## config.mk

```make
export PLATFORM = sky130hd
export DESIGN_NAME = izh_neuron_array
export DESIGN_NICKNAME = d
export VERILOG_FILES = /design/src/rtl/izh_pkg.sv /design/src/rtl/izh_update.sv /design/src/rtl/izh_neuron_array.sv
export SDC_FILE = /design/constraint.sdc
export NUM_CORES = 2
export LEC_CHECK = 0
export ABC_AREA = 1
export ABC_CLOCK_PERIOD_IN_PS = 54500
export CAP_MARGIN = 5
export CELL_PAD_IN_SITES_DETAIL_PLACEMENT = 0
export CELL_PAD_IN_SITES_GLOBAL_PLACEMENT = 2
export CORE_MARGIN = 1
export CORE_UTILIZATION = 41
export DETAILED_ROUTE_END_ITERATION = 16
export PLACE_DENSITY_LB_ADDON = 0.1
export SYNTH_ARGS = -nofsm -noshare
export SYNTH_HDL_FRONTEND = slang
export SYNTH_SLANG_ARGS = --single-unit
```

## constraint.sdc

```tcl
create_clock -name clk -period 54.5 [get_ports clk]
set_input_delay 8.175 -clock clk [delete_from_list [all_inputs] [get_ports clk]]
set_output_delay 8.175 -clock clk [all_outputs]
set_load 0.05 [all_outputs]
```

## src/rtl/izh_pkg.sv

```systemverilog
// ============================================================================
// Module : izh_pkg
// Brief  : Shared types, per-mode Izhikevich parameter table and saturation.
// Rev    : 1.0  initial release
// ============================================================================
`default_nettype none

package izh_pkg;

    localparam int PW = 64;
    typedef logic signed [PW-1:0] wide_t;

    typedef enum logic [2:0] {
        MODE_RS  = 3'd0,
        MODE_IB  = 3'd1,
        MODE_CH  = 3'd2,
        MODE_FS  = 3'd3,
        MODE_TC  = 3'd4,
        MODE_RZ  = 3'd5,
        MODE_LTS = 3'd6
    } izh_mode_e;

    typedef enum logic [1:0] {
        S_IDLE = 2'd0,
        S_RUN  = 2'd1,
        S_DONE = 2'd2
    } seq_state_e;

    typedef struct packed {
        wide_t a;
        wide_t b;
        wide_t c;
        wide_t d;
        wide_t u_init;
    } izh_params_t;

    // All fixed-point constants below are scaled by 2^9 (F = 9).
    localparam wide_t VPEAK = 64'sd15360;
    localparam wide_t K004  = 64'sd20;
    localparam wide_t K140  = 64'sd71680;

    function automatic izh_params_t mk(input int a, input int b, input int c,
                                       input int d, input int u_init);
        izh_params_t p;
        p.a      = wide_t'(a);
        p.b      = wide_t'(b);
        p.c      = wide_t'(c);
        p.d      = wide_t'(d);
        p.u_init = wide_t'(u_init);
        return p;
    endfunction

    // Entry 7 duplicates RS so an illegal code behaves as mode 0.
    localparam izh_params_t MODE_TABLE [8] = '{
        mk(10, 102, -33280, 4096, -6656),   // RS
        mk(10, 102, -28160, 2048, -5632),   // IB
        mk(10, 102, -25600, 1024, -5120),   // CH
        mk(51, 102, -33280, 1024, -6656),   // FS
        mk(10, 128, -33280,   26, -8320),   // TC
        mk(51, 133, -33280, 1024, -8653),   // RZ
        mk(10, 128, -33280, 1024, -8320),   // LTS
        mk(10, 102, -33280, 4096, -6656)    // code 7 -> RS
    };

    function automatic wide_t sat(input wide_t x, input int w);
        wide_t hi;
        wide_t lo;
        hi = (wide_t'(1) <<< (w - 1)) - wide_t'(1);
        lo = -hi - wide_t'(1);
        if (x > hi)
            return hi;
        if (x < lo)
            return lo;
        return x;
    endfunction

endpackage

`default_nettype wire

```

## src/rtl/izh_update.sv

```systemverilog
// ============================================================================
// Module : izh_update
// Brief  : Combinational one-neuron Izhikevich step with saturating results.
// Rev    : 1.0  initial release
// ============================================================================
`default_nettype none

module izh_update
    import izh_pkg::*;
#(
    parameter int W        = 18,
    parameter int F        = 9,
    parameter int DT_SHIFT = 4
) (
    input  logic signed [W-1:0] v,
    input  logic signed [W-1:0] u,
    input  logic signed [W-1:0] cur,
    input  logic        [2:0]   mode,
    output logic signed [W-1:0] v_next,
    output logic signed [W-1:0] u_next,
    output logic                spike
);

    wide_t vw, uw, iw, sq, t, bv, du;

    always_comb begin
        vw = wide_t'(v);
        uw = wide_t'(u);
        iw = wide_t'(cur);
        sq = (vw * vw) >>> F;
        t  = ((sq * K004) >>> F) + wide_t'(5) * vw + K140 - uw + iw;
        bv = (MODE_TABLE[mode].b * vw) >>> F;
        du = ((MODE_TABLE[mode].a * (bv - uw)) >>> F) >>> DT_SHIFT;
        spike = (vw >= VPEAK);
        if (spike) begin
            v_next = W'(MODE_TABLE[mode].c);
            u_next = W'(sat(uw + MODE_TABLE[mode].d, W));
        end else begin
            v_next = W'(sat(vw + (t >>> DT_SHIFT), W));
            u_next = W'(sat(uw + du, W));
        end
    end

endmodule

`default_nettype wire

```

## src/rtl/izh_neuron_array.sv

```systemverilog
// ============================================================================
// Module : izh_neuron_array
// Brief  : Time-multiplexed array of Izhikevich neurons, one update per clock.
//          Optional macro IZH_SPIKE_FIFO_EN adds a 4-deep spike FIFO.
// Rev    : 1.0  initial release
// ============================================================================
`default_nettype none

module izh_neuron_array
    import izh_pkg::*;
#(
    parameter int N_NEURONS = 8,
    parameter int W         = 18,
    parameter int F         = 9,
    parameter int DT_SHIFT  = 4,
    parameter int AW        = $clog2(N_NEURONS)
) (
    input  logic                clk,
    input  logic                rst,
    input  logic                step_i,
    output logic                busy_o,
    output logic                done_o,
    output logic                overrun_o,
    input  logic                cur_we,
    input  logic [AW-1:0]       cur_addr,
    input  logic signed [W-1:0] cur_data,
    input  logic                cfg_valid,
    output logic                cfg_ready,
    input  logic [AW-1:0]       cfg_addr,
    input  logic [2:0]          cfg_mode,
    output logic                spk_valid,
    input  logic                spk_ready,
    output logic [AW-1:0]       spk_id,
    input  logic [AW-1:0]       mon_addr,
    output logic signed [W-1:0] mon_v
);

    seq_state_e          state;
    logic [AW-1:0]       idx;
    logic signed [W-1:0] v_mem    [N_NEURONS];
    logic signed [W-1:0] u_mem    [N_NEURONS];
    logic signed [W-1:0] i_mem    [N_NEURONS];
    logic [2:0]          mode_mem [N_NEURONS];

    logic signed [W-1:0] v_upd, u_upd;
    logic                spike;
    logic                spk_push;
    logic                fifo_drop;
    logic                cfg_fire;
    logic [2:0]          cfg_mode_eff;

    assign cfg_ready    = !busy_o;
    assign cfg_fire     = cfg_valid && cfg_ready;
    assign cfg_mode_eff = (cfg_mode == 3'd7) ? 3'd0 : cfg_mode;
    assign spk_push     = (state == S_RUN) && spike;

    izh_update #(
        .W        (W),
        .F        (F),
        .DT_SHIFT (DT_SHIFT)
    ) u_update (
        .v      (v_mem[idx]),
        .u      (u_mem[idx]),
        .cur    (i_mem[idx]),
        .mode   (mode_mem[idx]),
        .v_next (v_upd),
        .u_next (u_upd),
        .spike  (spike)
    );

    always_ff @(posedge clk or posedge rst) begin
        if (rst) begin
            state     <= S_IDLE;
            idx       <= '0;
            busy_o    <= 1'b0;
            done_o    <= 1'b0;
            overrun_o <= 1'b0;
            mon_v     <= '0;
            for (int n = 0; n < N_NEURONS; n++) begin
                v_mem[n]    <= W'(MODE_TABLE[MODE_RS].c);
                u_mem[n]    <= W'(MODE_TABLE[MODE_RS].u_init);
                i_mem[n]    <= '0;
                mode_mem[n] <= 3'd0;
            end
        end else begin
            done_o <= 1'b0;
            case (state)
                S_IDLE: begin
                    if (step_i) begin
                        state  <= S_RUN;
                        busy_o <= 1'b1;
                        idx    <= '0;
                    end
                end
                S_RUN: begin
                    v_mem[idx] <= v_upd;
                    u_mem[idx] <= u_upd;
                    if (idx == AW'(N_NEURONS - 1)) begin
                        state  <= S_DONE;
                        busy_o <= 1'b0;
                        done_o <= 1'b1;
                    end else begin
                        idx <= idx + AW'(1);
                    end
                end
                S_DONE:  state <= S_IDLE;
                default: state <= S_IDLE;
            endcase

            if ((state != S_IDLE && step_i) || fifo_drop)
                overrun_o <= 1'b1;

            // The datapath above already sampled the old current this cycle.
            if (cur_we)
                i_mem[cur_addr] <= cur_data;

            // cfg is only accepted outside RUN, so it never races a write-back.
            if (cfg_fire) begin
                mode_mem[cfg_addr] <= cfg_mode_eff;
                v_mem[cfg_addr]    <= W'(MODE_TABLE[cfg_mode_eff].c);
                u_mem[cfg_addr]    <= W'(MODE_TABLE[cfg_mode_eff].u_init);
            end

            mon_v <= v_mem[mon_addr];
        end
    end

`ifdef IZH_SPIKE_FIFO_EN
    logic [AW-1:0] fifo [4];
    logic [1:0]    rd_ptr, wr_ptr;
    logic [2:0]    count;
    logic          fifo_full, push_ok, pop;

    assign fifo_full = (count == 3'd4);
    assign push_ok   = spk_push && !fifo_full;
    assign pop       = (count != 3'd0) && spk_ready;
    assign fifo_drop = spk_push && fifo_full;
    assign spk_valid = (count != 3'd0);
    assign spk_id    = fifo[rd_ptr];

    always_ff @(posedge clk or posedge rst) begin
        if (rst) begin
            rd_ptr <= '0;
            wr_ptr <= '0;
            count  <= '0;
            for (int k = 0; k < 4; k++)
                fifo[k] <= '0;
        end else begin
            if (push_ok) begin
                fifo[wr_ptr] <= idx;
                wr_ptr       <= wr_ptr + 2'd1;
            end
            if (pop)
                rd_ptr <= rd_ptr + 2'd1;
            count <= count + {2'b00, push_ok} - {2'b00, pop};
        end
    end
`else
    logic unused_spk_ready;
    assign unused_spk_ready = spk_ready;
    assign fifo_drop        = 1'b0;

    always_ff @(posedge clk or posedge rst) begin
        if (rst) begin
            spk_valid <= 1'b0;
            spk_id    <= '0;
        end else begin
            spk_valid <= spk_push;
            if (spk_push)
                spk_id <= idx;
        end
    end
`endif

endmodule

`default_nettype wire
```

==> summary.txt <==
Status
  – Status: complete, no violations

Routing
  – WL final: 293 mm
  – Drt drc: 0
  – Post-DRT Antenna Nets: 0
  – DR pass1 iterations: 9
  – Drt wl/cell: 21.5 um
  – Via count: 72800
  – Vias per std cell: 5.35
  – Starting DRT DRC Count: 6306

STA
  – Final Slew Violations: 0
  – Final count of negative-setup-slack endpoints: 0
  – Highest clock rate: 44.1 MHz
  – Final period util: 41.6%
  – Final setup margin: 31.82 ns
  – Final hold vios: 0
  – RSZ-0062 raised after global routing: no
  – Worst-Margin Slew: 1.24 ns
  – Final min period: 22.68 ns
  – Rel. slew slack: 17.2%
  – Setup TNS: 0 ns
  – Final Skew: 0.108 ns

Critical path
  – Reg2reg path depth: 87
  – Worst path depth: 87
  – CP arrival: 23.26 ns
  – Worst path required time: 55.08 ns
  – CP Launch Point: idx[0]
  – Max stage delay on crit path: 0.95 ns
  – Cell mode on critical path: nand2_1
  – Crit-path slowest cell: nor2_2
  – CP Max Fanout: 29
  – Crit. End Element: flip-flop
  – FF-to-FF Start: idx[0]
  – CP Buf/Inv Count: 14
  – WS Path Type: reg2reg
  – Critical Path Start Type: flip-flop
  – Family with the most delay on the worst path: adder cells

Floorplanning
  – Io pins: 62
  – Die Height: 436 um
  – Core area: 186000 um^2
  – Die area: 190000 um^2
  – Cell Rows: 158
  – DIE WIDTH: 436 um
  – Initial Util: 41.4%

Clock tree
  – Clk_lat worst skew: 0.72 ns
  – H-Tree Depth: 2
  – Clk slew on worst S/H paths: 0.07 ns
  – Clk sinks: 486
  – Postcts setup bufs: 0
  – Post_cts resized: 0
  – CTS tree: built
  – TritonCTS buffer count: 56
  – Hold Buf Count CTS: 0
  – Clk Tree Root Cell: clkbuf_16
  – Maximum root-to-sink buffer count: 3

Logic synthesis
  – Synthesized-area fraction occupied by and/or/nand/nor cells: 23.0%
  – Synthesized area per cell: 6.93 um^2
  – Async SR Flop Fraction: 100%
  – Mapped Nets: 12800
  – Unique masters post-synth: 58
  – Mux share of post-synthesis cell area: 0%
  – XOR/XNOR share of the synthesized area: 2.93%
  – Largest area contributor in the netlist: ha_1
  – Synth Flop Type: dfrtp_1
  – Post-synthesis sequential area ratio: 16.0%
  – Post-Synth Adder-Cell Area: 32.9%
  – Post-synth top area share: 18.2%
  – Post-Synthesis Cells: 11100
  – Post-synthesis compound-gate area fraction: 12.8%
  – Largest cells by area after synthesis: ha_1 (18%), fa_1 (15%), nand2_1 (13%)
  – Top-count cell post-synth: nand2_1
  – #FFs+latches synth: 486
  – Post-synth top cells: nand2_1 (2668), inv_1 (2261), ha_1 (1122), nor2_1 (915), a21oi_1 (875)
  – Yosys warning count: 0
  – Synthesized area: 77100 um^2
  – Number of synthesized flops with an enable pin: 0
  – Largest family of logic cells by synthesized area: adder cells

GRT
  – Largest net degree at the start of global routing: 90
  – Total global routing overflow: 0
  – First-pass GRT wire length: 438 mm
  – Total GRT Usage: 30.3%
  – Vias in the first global route: 70600
  – Antenna violations before repair: 26

Hold path
  – Worst Hold Class: reg2reg
  – Hold Startpoint: overrun_o
  – Cell depth of the worst min-delay path: 1

Finish
  – Fill cells: 19700
  – Post-route cell area: 82700 um^2
  – Layout cell share with drive strength beyond 1: 3.60%
  – Area grow syn2layout: 7.26%
  – NumNets Final: 12800

Placement
  – Worst slack, placed: 32.20 ns
  – Placed instance area: 80700 um^2
  – Placed wire-length estimate: 233 mm
  – GP Congestion: 0.949
  – IO buf count: 60

Job
  – Max cap viols: 0
[routing by layer]
metal | global-route usage [%] | share of wire (%) | wire [um] | vias to the layer above
li1 | - | - | - | 35200
met3 | 5.40 | 7.7 | 22600 | 399
met1 | 41.7 | 45 | 131000 | 34800
met4 | 8.05 | 3.1 | 9170 | 22
met2 | 48.5 | 45 | 131000 | 2401
met5 | 0 | 0.044 | 129 | -
[through the flow]
step	hold WS [ns]	cells	util, %
finish	0.483	13600	44.4
global route	0.498	13600	44.4
CTS	0.483	13600	44.4
detailed placement	0.466	13500	43.3
global placement	0.462	13500	43.3
floorplan	0.450	11100	-
[worst reg2reg max path, delay by kind of cell, from the launching register on]
kind                       cells  cell delay, ns
buffers and inverters         14            2.43
DFF                            1            0.32
and+or+nand+nor               37            7.17
adders and majority gates     21            8.63
xor gates and xnor gates       1            0.37
AOI/OAI and AO/OA             14            3.63
[cells by family (layout without fill, tap and decap cells)]
kind of cell             Yosys count  count (layout)
XOR/XNOR                         258             258
adder cells (fa/ha/maj)         1687            1687
buffers and inverters           2553            2555
AND/OR/NAND/NOR                 4365            4365
AO/OA/AOI/OAI                   1777            1777
flip-flops                       486             486
other                              0               4
[state kept, by name (all words and copies together) (netlist names)]
signal / cells
busy_o: 1
mode_mem: 24
spk_valid: 1
idx: 3
overrun_o: 1
done_o: 1
u_mem: 144
i_mem: 144
spk_id: 3
state: 2
mon_v: 18
v_mem: 144
[cells in the final DEF (no fill, tap or decap), types with 12 or more instances in the layout]
| cell | Yosys | routed |
|---|---|---|
| o2111ai_1 | 12 | 12 |
| a21oi_1 | 875 | 875 |
| xor2_1 | 184 | 184 |
| nor3_1 | 70 | 69 |
| nand3_1 | 498 | 497 |
| nor2_1 | 915 | 905 |
| clkbuf_8 | 0 | 16 |
| ha_1 | 1122 | 1122 |
| xnor2_1 | 74 | 74 |
| nand3b_1 | 28 | 28 |
| o21bai_1 | 25 | 25 |
| fa_1 | 565 | 565 |
| a21boi_0 | 12 | 12 |
| o22ai_1 | 42 | 42 |
| inv_2 | 15 | 27 |
| a21o_1 | 25 | 25 |
| inv_1 | 2261 | 2254 |
| or2_2 | 14 | 14 |
| a31oi_1 | 51 | 47 |
| buf_4 | 4 | 104 |
| clkbuf_16 | 0 | 56 |
| o21ai_0 | 518 | 518 |
| a221oi_1 | 59 | 59 |
| a22o_1 | 21 | 21 |
| o211ai_1 | 19 | 19 |
| clkdlybuf4s50_1 | 0 | 58 |
| nor4_1 | 22 | 22 |
| nand4_1 | 116 | 116 |
| dfstp_2 | 120 | 120 |
| nand2_1 | 2668 | 2667 |
| o21a_1 | 32 | 32 |
| a22oi_1 | 29 | 29 |
| dfrtp_1 | 366 | 366 |
[path summary, 6_finish.rpt]
kind | slack (ns) | endpoint
max | 31.82 | u_mem[78]
min | 0.48 | overrun_o
max reg2reg | 31.82 | u_mem[78]
min reg2reg | 0.48 | overrun_o
max in group asynchronous | 44.04 | i_mem[63]
min in group asynchronous | 7.93 | mon_v[14]
[area by class of cell]
type	count	area, um^2	share of cell area, %
Inverter	2285	8580	10.4
Clock buffer	81	1660	2.00
Timing Repair Buffer	164	1370	1.66
Clock inverter	25	374	0.452
Sequential cell	486	12300	14.9
Antenna cell	4	10.0	0.0121
Tap cell	2480	3100	3.75
Multi-Input combinational cell	8087	55300	66.9
Power is not shown: default switching activity piles up to over one toggle a cycle in this logic, so the estimate is an artifact.
